File: config.mk
export PLATFORM = sky130hd
export DESIGN_NAME = div_ctrl
export DESIGN_NICKNAME = d
export VERILOG_FILES = /design/src/rtl/div_pkg.sv /design/src/rtl/div_sign_fix.sv /design/src/rtl/div_ctrl.sv
export SDC_FILE = /design/constraint.sdc
export NUM_CORES = 1
export LEC_CHECK = 0
export ABC_CLOCK_PERIOD_IN_PS = 6200
export CAP_MARGIN = 0
export CORE_AREA = 2 2 128 130
export DETAILED_ROUTE_END_ITERATION = 10
export DIE_AREA = 0 0 130 132
export GPL_ROUTABILITY_DRIVEN = 0
export PLACE_DENSITY_LB_ADDON = 0.1
export SLEW_MARGIN = 0
export SYNTH_ARGS = -nofsm -noshare
export SYNTH_HDL_FRONTEND = slang
export SYNTH_SLANG_ARGS = --single-unit
File: constraint.sdc
create_clock -name clk -period 6.2 [get_ports clk]
set_input_delay 1.24 -clock clk [delete_from_list [all_inputs] [get_ports clk]]
set_output_delay 1.24 -clock clk [all_outputs]
set_load 0.01 [all_outputs]
File: src/rtl/div_pkg.sv
// Shared types and constants for the HI/LO divide controller.
// HI/LO widths are kept here so the multiply controller can reuse them.
package div_pkg;

   localparam int DATA_W = 32;
   localparam int HI_W   = DATA_W;
   localparam int LO_W   = DATA_W;

   localparam logic [LO_W-1:0] DIV0_LO_DEFAULT = 32'hFFFF_FFFF;

   typedef enum logic [2:0] {
      ST_IDLE  = 3'd0,
      ST_ISSUE = 3'd1,
      ST_WAIT  = 3'd2,
      ST_WB    = 3'd3,
      ST_DRAIN = 3'd4
   } div_state_e;

   // Two's complement negate with wrap when neg is set, pass-through otherwise.
   function automatic logic [DATA_W-1:0] signFix(input logic [DATA_W-1:0] val,
                                                 input logic              neg);
      return neg ? ((~val) + DATA_W'(1)) : val;
   endfunction

endpackage

File: src/rtl/div_sign_fix.sv
// Combinational sign correction: returns the magnitude, or its two's complement
// negation when i_neg is set.
module div_sign_fix
   import div_pkg::*;
(
   input  logic [DATA_W-1:0] i_mag,
   input  logic              i_neg,
   output logic [DATA_W-1:0] o_result
);

   assign o_result = signFix(i_mag, i_neg);

endmodule

File: src/rtl/div_ctrl.sv
// CPU-side controller for the iterative divider: converts DIV/DIVU operands to
// magnitudes, sequences the divider handshake, and writes sign-corrected HI/LO.
module div_ctrl
   import div_pkg::*;
#(
   parameter logic [LO_W-1:0] DIV0_LO = DIV0_LO_DEFAULT
)(
   input  logic              clk,
   input  logic              reset_n,
   input  logic              start_i,
   input  logic              signed_i,
   input  logic [DATA_W-1:0] op_a_i,
   input  logic [DATA_W-1:0] op_b_i,
   input  logic              flush_i,
   output logic              busy_o,
   output logic              div_ready_o,
   output logic [DATA_W-1:0] div_dividend_o,
   output logic [DATA_W-1:0] div_divisor_o,
   input  logic              div_valid_i,
   input  logic [DATA_W-1:0] div_quotient_i,
   input  logic [DATA_W-1:0] div_remainder_i,
   output logic              hilo_we_o,
   output logic [HI_W-1:0]   hi_o,
   output logic [LO_W-1:0]   lo_o
);

   div_state_e        r_state;
   logic              r_busy;
   logic              r_ready;
   logic              r_we;
   logic              r_negQ;
   logic              r_negR;
   logic [DATA_W-1:0] r_dividend;
   logic [DATA_W-1:0] r_divisor;
   logic [HI_W-1:0]   r_hi;
   logic [LO_W-1:0]   r_lo;

   div_state_e        w_nextState;
   logic              w_accept;
   logic              w_capture;
   logic              w_divZero;
   logic              w_negA;
   logic              w_negB;
   logic [DATA_W-1:0] w_absA;
   logic [DATA_W-1:0] w_absB;
   logic [DATA_W-1:0] w_quotFix;
   logic [DATA_W-1:0] w_remFix;

   assign w_negA    = signed_i & op_a_i[DATA_W-1];
   assign w_negB    = signed_i & op_b_i[DATA_W-1];
   assign w_absA    = signFix(op_a_i, w_negA);
   assign w_absB    = signFix(op_b_i, w_negB);
   assign w_divZero = (op_b_i == '0);

   div_sign_fix u_quotFix (
      .i_mag    (div_quotient_i),
      .i_neg    (r_negQ),
      .o_result (w_quotFix)
   );

   div_sign_fix u_remFix (
      .i_mag    (div_remainder_i),
      .i_neg    (r_negR),
      .o_result (w_remFix)
   );

   always_comb begin
      w_nextState = r_state;
      w_accept    = 1'b0;
      w_capture   = 1'b0;
      case (r_state)
         ST_IDLE: begin
            if (start_i && !flush_i) begin
               w_accept    = 1'b1;
               w_nextState = w_divZero ? ST_WB : ST_ISSUE;
            end
         end
         ST_ISSUE: begin
            w_nextState = flush_i ? ST_DRAIN : ST_WAIT;
         end
         ST_WAIT: begin
            // A flush coinciding with the result means the divider is already done.
            if (div_valid_i && flush_i) begin
               w_nextState = ST_IDLE;
            end else if (div_valid_i) begin
               w_capture   = 1'b1;
               w_nextState = ST_WB;
            end else if (flush_i) begin
               w_nextState = ST_DRAIN;
            end
         end
         ST_WB: begin
            w_nextState = ST_IDLE;
         end
         ST_DRAIN: begin
            if (div_valid_i) begin
               w_nextState = ST_IDLE;
            end
         end
         default: begin
            w_nextState = ST_IDLE;
         end
      endcase
   end

   always_ff @(posedge clk or negedge reset_n) begin
      if (!reset_n) begin
         r_state    <= ST_IDLE;
         r_busy     <= 1'b0;
         r_ready    <= 1'b0;
         r_we       <= 1'b0;
         r_negQ     <= 1'b0;
         r_negR     <= 1'b0;
         r_dividend <= '0;
         r_divisor  <= '0;
         r_hi       <= '0;
         r_lo       <= '0;
      end else begin
         r_state <= w_nextState;
         r_busy  <= (w_nextState != ST_IDLE);
         r_ready <= (w_nextState == ST_ISSUE);
         r_we    <= (w_nextState == ST_WB);
         if (w_accept) begin
            r_dividend <= w_absA;
            r_divisor  <= w_absB;
            r_negQ     <= w_negA ^ w_negB;
            r_negR     <= w_negA;
            // Divide-by-zero bypasses the divider and writes back directly.
            if (w_divZero) begin
               r_hi <= op_a_i;
               r_lo <= DIV0_LO;
            end
         end
         if (w_capture) begin
            r_hi <= w_remFix;
            r_lo <= w_quotFix;
         end
      end
   end

   assign busy_o         = r_busy;
   assign div_ready_o    = r_ready;
   assign div_dividend_o = r_dividend;
   assign div_divisor_o  = r_divisor;
   assign hilo_we_o      = r_we & ~flush_i;
   assign hi_o           = r_hi;
   assign lo_o           = r_lo;

endmodule

; Word-level counts from Yosys, hierarchy flattened
; Index checks and enable logic that the tools add are counted.
[word_totals]
input_bits = 134
register_bits = 136
wordCells = 60
out_inout_bits = 131
[classes]
n_addsub = 4
reduce_logical = 9
n_eq_ne = 5
bitwise = 9
muxes = 23
[op_table]
columns = op, n
row1 = 2-to-1 mux 32 bit, 10
row2 = adder 32 x 1 -> 32 bit (second input constant), 4
row3 = NOT 32 bit, 4
row4 = zero test 32 bit, 1
row5 = 2-to-1 mux 3 bit, 6
row6 = one-hot mux 3 bit (4 select lines), 1
row7 = == test 3 x 1 -> 1 bit (second input constant), 2
row8 = == test 3 x 2 -> 1 bit (second input constant), 2
row9 = 2-to-1 mux 1 bit, 5
row10 = nonzero test 2 bit, 2
row11 = bitwise AND 1 bit, 3
row12 = == test 3 bit (second input constant), 1
row13 = zero test 3 bit, 1
row14 = nonzero test 3 bit, 1
row15 = logical AND 1 bit, 2
row16 = 2-to-1 mux 2 bit, 1
row17 = AND reduction 2 bit, 1
row18 = zero test 1 bit, 1
row19 = NOT 1 bit, 1
row20 = XOR 1 bit, 1

; Longest topological paths before layout
[depth]
ltp_word = 6
depth_mapped = 10

; Hierarchy
; A second synthesis with hierarchy kept.
[hier_totals]
hier_cells = 964
area_unflattened_um2 = 8500.7
[modules_own_cells]
columns = module, cells_each, n_inst, seq_area_each_um2, area_per_inst_um2
row1 = div_ctrl, 766, 1, 3403.3, 6946.7
row2 = div_sign_fix, 99, 2, 0.0, 777.0

; Worst setup path before layout
; No wires, ideal clock.
[synth_path]
path_kind = input-to-reg
from = input div_remainder_i[1]
to = register r_hi[30] (netlist: hi_o[30])
t_arrival_ps = 3374
stages = 9
setup_ps = 143
setup_slack_ps = 2683
required_ps = 6057
path_cell_list = inv_1 ha_1 or3b_2 or3_1 buf_2 or4_4 o41ai_2 xor2_1 a22oi_1
[synth_via]
elab_chain_cells = 4
[synth_lines]
columns = item, line_no
row1 = "start, declared", div_ctrl.sv:21  ; input logic [DATA_W-1:0] div_remainder_i,
row2 = NOT 32 bit, div_pkg.sv:22  ; return neg ? ((~val) + DATA_W'(1)) : val;
row3 = adder 32 x 1 -> 32 bit, div_pkg.sv:22
row4 = 2-to-1 mux 32 bit, div_pkg.sv:22
row5 = 2-to-1 mux 32 bit, div_ctrl.sv:134  ; if (w_capture) begin
row6 = "end signal, assigned", div_ctrl.sv:130  ; r_hi <= op_a_i;
row7 = "end signal, assigned", div_ctrl.sv:135  ; r_hi <= w_remFix;
row8 = "end, declared", div_ctrl.sv:35  ; logic [HI_W-1:0] r_hi;
; Every way passes these cells.
; A chain may end at the register's enable or synchronous reset.

; Worst setup path in the final report
[layout_path]
from = input op_b_i[15]
to = register r_hi[1] (netlist: hi_o[1])
[layout_via]
elab_chain_cells = 3
[layout_lines]
columns = item, line_no
row1 = "start, declared", div_ctrl.sv:13  ; input logic [DATA_W-1:0] op_b_i,
row2 = zero test 32 bit, div_ctrl.sv:53  ; assign w_divZero = (op_b_i == '0);
row3 = nonzero test 2 bit (no source line), -
row4 = AND reduction 2 bit (no source line), -
; Every way passes these cells.

==> summary.txt <==
Status
  • Run status: complete, no violations

Worst setup path
  • Maximum fanout encountered on the critical timing path: 17
  • Worst Setup Path Type: primary input to flop
  • Launching point of the worst reg2reg path: r_state[0]$_DFF_PN0_
  • Worst-case register-to-register setup slack: between 3 and 4 ns
  • Nature of the critical path startpoint: primary input
  • Crit Reg-Reg Endpoint: hi_o[1]$_DFFE_PN0P_
  • Arrival time of data at the critical path endpoint: 4.44 ns
  • Crit. Startpoint: op_b_i[15]
  • Element type at the critical path end: flop
  • CP required: around 6.5 ns
  • Path depth of the worst reg2reg path: 7

Logic synthesis
  • Most repeated cell in the gate-level netlist after synthesis: dfrtp_1
  • Post-synthesis async set-or-reset flop share: 100%
  • Flip-flop cell with the highest count after synthesis: dfrtp_1
  • Share of the yosys chip area belonging to registers: ~44%
  • Number of synthesized flops with an enable pin: 0
  • Yosys Warn Count: 0
  • Post-synthesis net count: just over 1k
  • Post-synth top area cell: dfrtp_1
  • Area contributors post-synth: dfrtp_1 (44%), xor2_1 (7.8%), nand2_1 (6.1%)
  • Portion of synthesized cell area occupied by the leading cell type: around 44%
  • Top cells by count, synth: dfrtp_1 (136), nand2_1 (125), o21ai_0 (90)
  • Distinct cell type count of the synthesized netlist: 44
  • Number of synthesized register bits: between 100 and 150
  • Synthesized instance count: approximately 890
  • Cell area after synthesis: 7730 um^2
  • Post-Synthesis Mean Instance Area: 8.71 um^2

Routing
  • Overall routed net length: roughly 24 mm
  • Met3 wire len: around 1.5 mm
  • Routed length per instance: 17.6 um
  • Average via count per standard cell: about 5.6
  • Initial detailed-routing violation count: around 480
  • Metal2 WL: 11.4 mm
  • Count of nets left with antenna violations after detail routing: 0
  • DRC: 0
  • Top metal layer carrying routed signals: met4
  • Sum of routed wire segments on met1: roughly 10 mm
  • Total number of vias: 7,588
  • Detailed Routing Iterations Pass 1: 5

Floorplanning
  • Cell Rows: 46
  • Width of the chip: 130 um
  • Die outline area: ~17,000 um^2
  • Die height: roughly 130 um
  • Total core area: 15,700 um^2
  • Effective utilization at floorplan: between 40% and 50%
  • Number of top-level pins: 265

CTS
  • Clock buffers created by TritonCTS: 17
  • Clock insertion delay at the later pin of the skew report: ~0.43 ns
  • Master cell of the clock root buffer: clkbuf_16
  • Number of H-tree levels: 4
  • Count of hold-fix buffers inserted at cts: 0
  • Resize count post-CTS: 0
  • Clock sink total: ~140
  • TritonCTS clock tree: built
  • Number of setup buffers added after CTS: 0
  • Clk slew on worst S/H paths: 0.06 ns
  • Clock tree buffer depth: 2

GRT
  • Wire length of the first global-routing pass: roughly 38 mm
  • Number of global-route vias before repair: 7,308
  • Largest net degree at the start of global routing: between 100 and 150
  • Aggregate global routing overflow: 0
  • GRT Overall Usage: between 20% and 30%
  • Initial antenna violation count: 0

Layout
  • Antenna cell count: 0
  • Sequential standard cell area: between 3000 and 4000 um^2
  • Fillers: around 1.3k
  • Ratio of cells with drive above 1 in the final layout: approximately 4.9%
  • Layout area overhead: 44.0%
  • Design area: roughly 11,000 um^2
  • Number of nets in the layout: between 1k and 1.5k
  • Total area of multi-input combinational cells: ~4000 um^2

Timing
  • Unrepaired setup endpoints after global routing: false
  • Crit path time final: roughly 4.1 ns
  • Slew Limit Fails: 0
  • Slew Limit Headroom: just over 30%
  • Hold violation count in the final report: 0
  • Transition time at the pin with the least slew margin: about 1.0 ns
  • Upper clock frequency limit: between 200 and 250 MHz
  • Endpoints failing setup: 0
  • Final period util: approximately two thirds
  • Worst clock skew on the final layout: 0.0123 ns
  • Post-route setup TNS: 0 ns

Power
  • Power per cell area: a little over 400 nW/um^2
  • Leakage power summed over all cells: between 4 and 5 nW
  • Maximum resistive drop on vdd: roughly 240 uV
  • Power, Total: around 4.5 mW

Hold path
  • Hold Crit Endpoint: div_dividend_o[2]$_DFFE_PN0P_
  • Start point of the worst hold path: div_dividend_o[2]$_DFFE_PN0P_
  • Hold/Removal Path Class: flop to flop
  • Worst hold path stage count: 2

Flow run
  • Max Cap Viol: 0

Place
  • Number of buffers inserted by port buffering: ~260
  • Placed cell area: about 11,000 um^2
  • Hpwl dp: about 17 mm
## state kept, by name, summed over array words and instances (netlist names)
| signal | count |
|---|---|
| div_dividend_o | 32 |
| div_divisor_o | 32 |
| hi_o | 32 |
| lo_o | 32 |
| r_state | 3 |
| busy_o | 1 |
| div_ready_o | 1 |
| r_negQ | 1 |
| r_negR | 1 |
| r_we | 1 |
## cell type report
| cell class | count | share of cell area (%) |
|---|---|---|
| Clock inverter | 15 | 1.54 |
| Timing Repair Buffer | 271 | 24.2 |
| Multi-Input combinational cell | 690 | 36.9 |
| Inverter | 16 | 0.539 |
| Tap cell | 216 | 2.43 |
| Sequential cell | 136 | 30.6 |
| Clock buffer | 17 | 3.82 |
## critical path, cell delays in order
cell and delay (ns):
clkdlybuf4s50_1 0.48, nor4_1 0.68, and3b_1 0.30, and4_1 0.62, nand2_1 0.48, buf_4 0.35
o221a_2 0.28
## layout by cell type, fill, tap and decap left out, types with 5 or more instances in the layout
cell / n
buf_4: 7
and2_1: 5
nand2_1: 124
nand2b_1: 5
inv_6: 7
xnor2_1: 48
clkdlybuf4s50_1: 263
nor2_1: 83
or4_1: 13
xor2_1: 69
inv_1: 15
nor3_1: 21
a21oi_1: 50
clkbuf_16: 17
a22oi_1: 17
a31oi_1: 32
nor4_1: 13
inv_8: 5
dfrtp_1: 136
or3_1: 8
o41ai_1: 13
o31ai_1: 31
nand3_1: 12
nand3b_1: 5
o21ai_0: 90
## power by group
group,switching [mW],internal [mW],total [mW]
Sequential,0.282,1.30,1.58
Clock,0.451,0.578,1.03
Combinational,0.839,1.07,1.91
## metal layers
metal	global-route usage (%)	vias to the layer above
li1	-	3645
met1	37.3	3585
met5	0	-
met2	44.8	303
met4	12.8	0
met3	5.24	55
## metrics by stage
step | worst slack (ns) | hold WS [ns] | utilization [%] | cells
finish | 2.07 | 0.477 | 70.9 | 1361
global route | 1.70 | 0.500 | 70.9 | 1361
detailed placement | 1.71 | 0.470 | 67.1 | 1329
global placement | 1.78 | 0.461 | 67.1 | 1329
CTS | 2.15 | 0.484 | 70.9 | 1361
floorplan | 2.68 | 0.505 | - | 888
## kinds of logic after synthesis
| kind of cell | Yosys count | share of synthesized area [%] |
|---|---|---|
| and+or+nand+nor | 320 | 19.4 |
| DFF | 136 | 44.0 |
| muxes | 2 | 0.259 |
| adders and majority gates | 4 | 0.647 |
| xor gates and xnor gates | 117 | 13.3 |
| AOI/OAI and AO/OA | 247 | 19.4 |
| buffers and inverters | 62 | 3.04 |
## how the worst max path moves through the flow
stage                                 endpoint  cells after the start
after floorplan           hi_o[30]$_DFFE_PN0P_                      9
after global placement     hi_o[1]$_DFFE_PN0P_                      7
after detailed placement   hi_o[1]$_DFFE_PN0P_                      7
after CTS                  hi_o[1]$_DFFE_PN0P_                      7
after global routing       hi_o[1]$_DFFE_PN0P_                      7
final                      hi_o[1]$_DFFE_PN0P_                      7
No activity file was read; power rests on OpenSTA's default activity.
